**config.mk**
```make
export PLATFORM = sky130hd
export DESIGN_NAME = centroid_area_tracker
export DESIGN_NICKNAME = d
export VERILOG_FILES = /design/src/rtl/centroid_area_tracker.sv
export SDC_FILE = /design/constraint.sdc
export NUM_CORES = 1
export LEC_CHECK = 0
export ABC_CLOCK_PERIOD_IN_PS = 4900
export CAP_MARGIN = 20
export CELL_PAD_IN_SITES_DETAIL_PLACEMENT = 1
export CELL_PAD_IN_SITES_GLOBAL_PLACEMENT = 2
export CORE_AREA = 5 5 176 178
export CTS_CLUSTER_DIAMETER = 60
export DETAILED_ROUTE_END_ITERATION = 16
export DIE_AREA = 0 0 181 183
export PLACE_DENSITY_LB_ADDON = 0.15
export SLEW_MARGIN = 20
export SYNTH_ARGS = -nofsm -noshare
export SYNTH_HDL_FRONTEND = slang
export SYNTH_SLANG_ARGS = --single-unit
```
**constraint.sdc**
```tcl
create_clock -name clk_in -period 4.9 [get_ports clk_in]
set_input_delay 0.98 -clock clk_in [delete_from_list [all_inputs] [get_ports clk_in]]
set_output_delay 0.98 -clock clk_in [all_outputs]
set_load 0.005 [all_outputs]
```
**src/rtl/centroid_area_tracker.sv**
```systemverilog
`default_nettype none
// ============================================================================
// Module      : centroid_area_tracker
// Description : Accumulates the column sum, the row sum and the count of
//               masked pixels over one frame. At frame end it divides both
//               sums by the count and reports the centroid and the area.
//               Two restoring dividers run in parallel and produce one
//               quotient bit per cycle.
// Ports       : clk_in          - sole clock, rising edge
//               rst_in          - synchronous, active-low reset
//               hcount_in       - pixel column
//               vcount_in       - pixel row
//               mask_in         - pixel selected for tracking
//               pixel_valid_in  - hcount/vcount/mask qualified this cycle
//               frame_done_in   - single-cycle end-of-frame pulse
//               x_out/y_out     - centroid column/row (floored quotients)
//               area_out        - masked-pixel count of the reported frame
//               valid_out       - one-cycle pulse qualifying the results
//               busy_out        - division in progress
// Revision    : 1.0 - initial release
// ============================================================================
module centroid_area_tracker #(
    parameter int HRES     = 320,
    parameter int VRES     = 180,
    parameter int MIN_AREA = 16,
    localparam int HWIDTH  = $clog2(HRES),
    localparam int VWIDTH  = $clog2(VRES),
    localparam int AWIDTH  = $clog2(HRES * VRES),
    localparam int SUMW    = HWIDTH + AWIDTH
) (
    input  logic              clk_in,
    input  logic              rst_in,
    input  logic [HWIDTH-1:0] hcount_in,
    input  logic [VWIDTH-1:0] vcount_in,
    input  logic              mask_in,
    input  logic              pixel_valid_in,
    input  logic              frame_done_in,
    output logic [HWIDTH-1:0] x_out,
    output logic [VWIDTH-1:0] y_out,
    output logic [AWIDTH-1:0] area_out,
    output logic              valid_out,
    output logic              busy_out
);

    localparam int STEPW = $clog2(SUMW);

    localparam logic [HWIDTH:0]   c_hres_lim = (HWIDTH + 1)'(HRES);
    localparam logic [VWIDTH:0]   c_vres_lim = (VWIDTH + 1)'(VRES);
    localparam logic [AWIDTH-1:0] c_min_area = AWIDTH'(MIN_AREA);
    localparam logic [STEPW-1:0]  c_last_step = STEPW'(SUMW - 1);

    typedef enum logic [1:0] {
        S_IDLE   = 2'd0,
        S_DIVIDE = 2'd1,
        S_DONE   = 2'd2
    } state_t;

    state_t            r_state;

    // Running per-frame accumulators
    logic [SUMW-1:0]   r_sum_x;
    logic [SUMW-1:0]   r_sum_y;
    logic [AWIDTH-1:0] r_count;

    // Divider state: r_q* starts as the dividend and is shifted left, the
    // quotient bits entering at the bottom; after SUMW steps it is the quotient.
    logic [SUMW-1:0]   r_qx;
    logic [SUMW-1:0]   r_qy;
    logic [AWIDTH-1:0] r_rx;
    logic [AWIDTH-1:0] r_ry;
    logic [AWIDTH-1:0] r_div;
    logic [STEPW-1:0]  r_step;

    logic [HWIDTH-1:0] r_x;
    logic [VWIDTH-1:0] r_y;
    logic [AWIDTH-1:0] r_area;
    logic              r_valid;
    logic              r_busy;

    logic              w_pix_ok;
    logic [SUMW-1:0]   w_sum_x_nxt;
    logic [SUMW-1:0]   w_sum_y_nxt;
    logic [AWIDTH-1:0] w_count_nxt;
    logic [AWIDTH:0]   w_stx;
    logic [AWIDTH:0]   w_sty;

    // One restoring-division step. Returns {quotient_bit, new_remainder}.
    // The remainder is always below the divisor, so the shifted value fits in
    // AWIDTH+1 bits and the difference fits back into AWIDTH bits.
    function automatic logic [AWIDTH:0] f_div_step(
        input logic [AWIDTH-1:0] rem,
        input logic              bit_in,
        input logic [AWIDTH-1:0] dvs
    );
        logic [AWIDTH:0] sh;
        sh = {rem, bit_in};
        if (sh >= {1'b0, dvs}) begin
            return {1'b1, sh[AWIDTH-1:0] - dvs};
        end
        return {1'b0, sh[AWIDTH-1:0]};
    endfunction

    assign w_pix_ok = pixel_valid_in & mask_in
                    & ({1'b0, hcount_in} < c_hres_lim)
                    & ({1'b0, vcount_in} < c_vres_lim);

    // Next accumulator values include this cycle's pixel, so the snapshot
    // taken on a frame_done cycle contains the pixel presented with it.
    assign w_sum_x_nxt = r_sum_x + (w_pix_ok ? SUMW'(hcount_in) : '0);
    assign w_sum_y_nxt = r_sum_y + (w_pix_ok ? SUMW'(vcount_in) : '0);
    assign w_count_nxt = (w_pix_ok && (r_count != '1)) ? r_count + AWIDTH'(1)
                                                       : r_count;

    assign w_stx = f_div_step(r_rx, r_qx[SUMW-1], r_div);
    assign w_sty = f_div_step(r_ry, r_qy[SUMW-1], r_div);

    // Accumulators restart from zero after every frame_done, whether or not
    // the frame is reported, so the next frame never inherits stale pixels.
    always_ff @(posedge clk_in) begin
        if (!rst_in || frame_done_in) begin
            r_sum_x <= '0;
            r_sum_y <= '0;
            r_count <= '0;
        end else begin
            r_sum_x <= w_sum_x_nxt;
            r_sum_y <= w_sum_y_nxt;
            r_count <= w_count_nxt;
        end
    end

    always_ff @(posedge clk_in) begin
        if (!rst_in) begin
            r_state <= S_IDLE;
            r_qx    <= '0;
            r_qy    <= '0;
            r_rx    <= '0;
            r_ry    <= '0;
            r_div   <= '0;
            r_step  <= '0;
            r_x     <= '0;
            r_y     <= '0;
            r_area  <= '0;
            r_valid <= 1'b0;
            r_busy  <= 1'b0;
        end else begin
            r_valid <= 1'b0;
            case (r_state)
                S_IDLE: begin
                    // frame_done outside IDLE is ignored here: its frame is dropped.
                    if (frame_done_in && (w_count_nxt >= c_min_area)) begin
                        r_qx    <= w_sum_x_nxt;
                        r_qy    <= w_sum_y_nxt;
                        r_div   <= w_count_nxt;
                        r_rx    <= '0;
                        r_ry    <= '0;
                        r_step  <= '0;
                        r_busy  <= 1'b1;
                        r_state <= S_DIVIDE;
                    end
                end
                S_DIVIDE: begin
                    r_rx   <= w_stx[AWIDTH-1:0];
                    r_ry   <= w_sty[AWIDTH-1:0];
                    r_qx   <= {r_qx[SUMW-2:0], w_stx[AWIDTH]};
                    r_qy   <= {r_qy[SUMW-2:0], w_sty[AWIDTH]};
                    r_step <= r_step + STEPW'(1);
                    if (r_step == c_last_step) begin
                        r_state <= S_DONE;
                    end
                end
                S_DONE: begin
                    r_x     <= r_qx[HWIDTH-1:0];
                    r_y     <= r_qy[VWIDTH-1:0];
                    r_area  <= r_div;
                    r_valid <= 1'b1;
                    r_busy  <= 1'b0;
                    r_state <= S_IDLE;
                end
                default: begin
                    r_busy  <= 1'b0;
                    r_state <= S_IDLE;
                end
            endcase
        end
    end

    assign x_out     = r_x;
    assign y_out     = r_y;
    assign area_out  = r_area;
    assign valid_out = r_valid;
    assign busy_out  = r_busy;

endmodule
`default_nettype wire

```
# After elaboration in Yosys (flattened, before gate mapping)
# Index checks and enable logic that the tools add are counted.
# classes
n_reduce_logical,10
n_eq_ne,6
bitwise_logic,4
n_lt_le_gt_ge,5
mux,24
n_addsub,6
# op_table
operator,n
$pmux W25 S2,2
$mux W17,4
$pmux W16 S2,2
$mux W25,2
$ge A17 B16 Y1,2
$mux W16,2
$sub A16 B16 Y16,2
$add A25 B8 Y25,1
$add A25 B9 Y25,1
$add A16 B1 Y16 const B,1
$ge A16 B5 Y1 const B,1
$ne A16 B16 Y1 const B,1
$pmux W5 S2,1
$lt A9 B9 Y1 const B,1
$mux W9,1
$lt A8 B8 Y1 const B,1
$mux W8,1
$reduce_and A2 Y1,4
$add A5 B1 Y5 const B,1
$eq A5 B5 Y1 const B,1
$mux W5,1
$mux W1,4
$mux W2,2
$ne A2 B2 Y1 const B,2
other kinds (11),14
# word_totals
input_bits,22
elab_cells,70
register_bits,206
output_inout_bits,35

# Logic depth before layout (Yosys ltp)
# logic_depth
word_depth,9
ltp_mapped,15
mapped_depth_nobuf,13

# Worst setup path before layout
# Ideal clock, no wire load.
# synth_path
path_kind,input-to-reg
start,in vcount_in[3]
end,reg r_qy[23]
arrival_time_ns,3.836
setup_slack_ns,0.931
cell_stages,14
t_required_ns,4.768
setup_ns,0.132
path_buffers,2
path_cell_list,o2111ai_1 and4b_1 clkbuf_1 clkbuf_1 and2_1 ha_1 a211oi_1 nor2_1 or4_1 a31oi_1 nor3_1 xnor2_1 nand2b_1 a21oi_1
# synth_between
elab_chain_len,8
word_cells_on_any_way,12
cone_classes,add/sub (1); order compare (2); eq/ne (1); mux (4); bitwise (1); reduce/logical (3)
# synth_rtl
item,line_no,source
from (decl),34,"input logic [VWIDTH-1:0] vcount_in,"
"parallel branches: the longest is 8 deep, another holds $add A25 B8 Y25",n/a,
to (signal assigned),152,r_qy <= w_sum_y_nxt;
to (signal assigned),165,"r_qy <= {r_qy[SUMW-2:0], w_sty[AWIDTH]};"
to (decl),68,logic [SUMW-1:0] r_qy;
# Parallel ways; which one is timed is not known. The select of a mux whose other input is x is not followed.
# A chain may end at the register's enable or synchronous reset.

# Worst setup path in the final report
# layout_path
start,in hcount_in[7]
end,reg r_qx[24]
# layout_between
elab_chain_len,9
word_cells_on_any_way,13
cone_classes,add/sub (1); order compare (2); eq/ne (1); mux (4); bitwise (2); reduce/logical (3)
# layout_rtl
item,line_no,source
from (decl),33,"input logic [HWIDTH-1:0] hcount_in,"
"parallel branches: the longest is 9 deep, another holds $add A25 B9 Y25",n/a,
to (signal assigned),151,r_qx <= w_sum_x_nxt;
to (signal assigned),164,"r_qx <= {r_qx[SUMW-2:0], w_stx[AWIDTH]};"
to (decl),67,logic [SUMW-1:0] r_qx;
# Parallel ways; which one is timed is not known. The select of a mux whose other input is x is not followed.

==> impl_metrics.tcl <==
set metrics [dict create \
    synth_cells 1245 \
    required_ns 5.31 \
    final_cell_mix "dfxtp_1, nor2_1, nand2_1, a21oi_1, clkdlybuf4s50_1" \
    grtUsageMet1_pct 22.38 \
    worstMarginPinSlew_ns 0.8301 \
    numCtsBuffers 29 \
    portBuffers 56 \
    synth_edf_count 0 \
    cts_resized 0 \
    cts_tree "yes" \
    via_per_inst 5.245 \
    drt_wl_total_um 29850 \
    start_util_pct 36.26 \
    leakagePower_nw 4.593 \
    setup_tns_ns 0 \
    yosys.area_share.simple_pct 21.48 \
    period_share_pct 86.54 \
    drv_slew 0 \
    fin_crit_ns 4.240 \
    drive_gt1_share_pct 7.452 \
    path_class "primary input to register" \
    antenna_found_initial 0 \
    postCtsSetupBuffers 0 \
    start_kind "primary input" \
    cp-end-kind "register" \
    placed_area_um2 11620 \
    crit_fanout 12 \
    drc 0 \
    syn_area_per_cell_um2 8.516 \
    yosys.area_share.adder_pct 6.892 \
    dieWidth_um 181 \
    hold_viol 0 \
    ys_seq_area_share_pct 38.90 \
    hpwlAfterDp_um 20930 \
    crit_arrival_ns 4.65 \
    ioPinCount 57 \
    cts.path.max_buffers 3 \
    ys.flop_type "dfxtp_1" \
    synthMuxAreaShare_pct 2.761 \
    hp-class "register to register" \
    p_per_area_nw_per_um2 302.9 \
    cap_violations 0 \
    antenna_cells 0 \
    cts_max_level 1 \
    grt_pass1_vias 9236 \
    synth_cell_type_count 71 \
    ys_async_sr_fraction_pct 0 \
    max_slew_margin_pct 44.66 \
    outcome "finished clean" \
    layout_commonest_cell "dfxtp_1" \
    synth-seq-cells 206 \
    wl_per_cell_um 17.51 \
    die_h_um 183 \
    path_clk_slew_ns 0.06 \
    grt_max_degree 67 \
    syn-cell-area_um2 10600 \
    ir_drop_v 0.0002277 \
    dr.pass1.iters 5 \
    grtUsageMet3_pct 2.340 \
    num_rows 63 \
    die_area_um2 33120 \
    synth-compound-area-share_pct 19.47 \
    synth_top_family_by_area "simple AND/OR/NAND/NOR gates" \
    grt_pass1_wl_um 48640 \
    overflow 0 \
    synth-xor-area-share_pct 6.030 \
    ys_top_cells_by_area "dfxtp_1, ha_1, nor2_1" \
    rsz0062_at_grt "no" \
    area_growth_pct 18.44 \
    cts_sinks 206 \
    synth_area_leader_cell "dfxtp_1" \
    root_buffer "clkbuf_16" \
    vias 8942 \
    syn-num-nets 1323 \
    synth_top_area_share_pct 38.90 \
    core_area_um2 29240 \
    grt_usage_pct 17.59 \
    timing.fmax_ghz 0.2358 \
    busiest_layer "met2" \
    clkLatencyLatePin_ns 0.53 \
    grtUsageMet2_pct 32.14 \
    postCtsHoldBufs 0 \
    drt-initial-drc-count 412 \
    setup_viol 0 \
    final_cell_area_um2 12560 \
    finalClockSkew_ns 0.01140 \
    yosysWarnings 0 \
    globalplace.congestion 0.7942 \
    fillers 3412 \
    postRouteAntennaNets 0 \
    fin_nets 1372 \
]
-- metal layers --
metal / wire length [um] / up-vias
met2: 14490 / 94
met1: 14020 / 4310
met5: 0 / -
li1: - / 4500
met3: 821 / 38
met4: 521 / 0
-- synthesized netlist by cell type, types with 26 or more instances --
library cell  count
xnor2_1          47
mux2i_1          27
nor2_1          158
nor2b_1          26
ha_1             52
a22oi_1          27
xor2_1           26
nand3_1          38
clkbuf_1         37
nand2b_1         31
dfxtp_1         206
a21oi_1          97
nand2_1         124
inv_1            44
o21ai_0          28
-- path summary, 6_finish.rpt --
| check | start | end | slack (ns) | cells after the start |
|---|---|---|---|---|
| hold reg to reg | y_out[4]$_SDFFE_PN0P_ | y_out[4]$_SDFFE_PN0P_ | 0.45 | 2 |
| hold / removal | y_out[4]$_SDFFE_PN0P_ | y_out[4]$_SDFFE_PN0P_ | 0.45 | 2 |
| setup / recovery | hcount_in[7] | r_qx[24]$_SDFFE_PN0P_ | 0.66 | 15 |
| setup reg to reg | r_div[10]$_SDFFE_PN0P_ | r_ry[4]$_SDFFE_PN0P_ | 1.34 | 11 |
-- worst max-delay path, stage by stage --
cell,delay [ns]
clkdlybuf4s50_1,0.40
o21ai_0,0.44
buf_4,0.20
and4b_1,0.44
and2_1,0.19
ha_1,0.21
fa_1,0.23
a21oi_1,0.10
o211ai_1,0.27
o21a_1,0.28
nand3_1,0.25
nor3_1,0.30
xnor2_1,0.16
nand2b_1,0.13
a21oi_1,0.06
-- layout make-up --
class	instances	area, um^2	share of cell area, %
clock buffer	37	805.8	6.416
clock inverter	15	136.4	1.086
inverter	45	170.2	1.355
multi-input combinational	934	6037	48.07
sequential	206	4124	32.84
tap	390	488.0	3.886
timing repair buffer	78	797.0	6.347
-- through the flow --
step | total power (W) | utilization (%) | setup WS [ns] | hold slack, ns | std cells
after floorplan | 0.001766 | - | 0.9312 | 0.4319 | 1245
after global placement | 0.001810 | 39.71 | 0.04578 | 0.4414 | 1652
after detailed placement | 0.001811 | 39.72 | 0.04197 | 0.4474 | 1653
after CTS | 0.003879 | 42.94 | 0.6109 | 0.4557 | 1705
after global routing | 0.003948 | 42.94 | 0.2556 | 0.4723 | 1705
final | 0.003804 | 42.94 | 0.6595 | 0.4521 | 1705
-- cells by family after synthesis --
| group | Yosys count |
|---|---|
| and+or+nand+nor | 482 |
| AOI/OAI and AO/OA | 294 |
| DFF | 206 |
| buffers and inverters | 105 |
| xor gates and xnor gates | 73 |
| adders and majority gates | 56 |
| muxes | 29 |
-- where the power goes --
part | leakage, nW | switching, W | internal, W
Sequential | 1.66 | 0.00000101 | 0.00168
Clock | 0.453 | 0.000811 | 0.00122
Combinational | 2.48 | 0.0000585 | 0.0000353
-- flip-flops by register name (all words and copies together) (netlist names) --
name	flops
r_sum_x	25
r_qy	25
r_count	16
busy_out	1
r_step	5
r_sum_y	25
r_state	2
area_out	16
r_ry	16
r_rx	16
r_div	16
y_out	8
r_qx	25
x_out	9
valid_out	1
No activity file was read; power rests on OpenSTA's default activity.
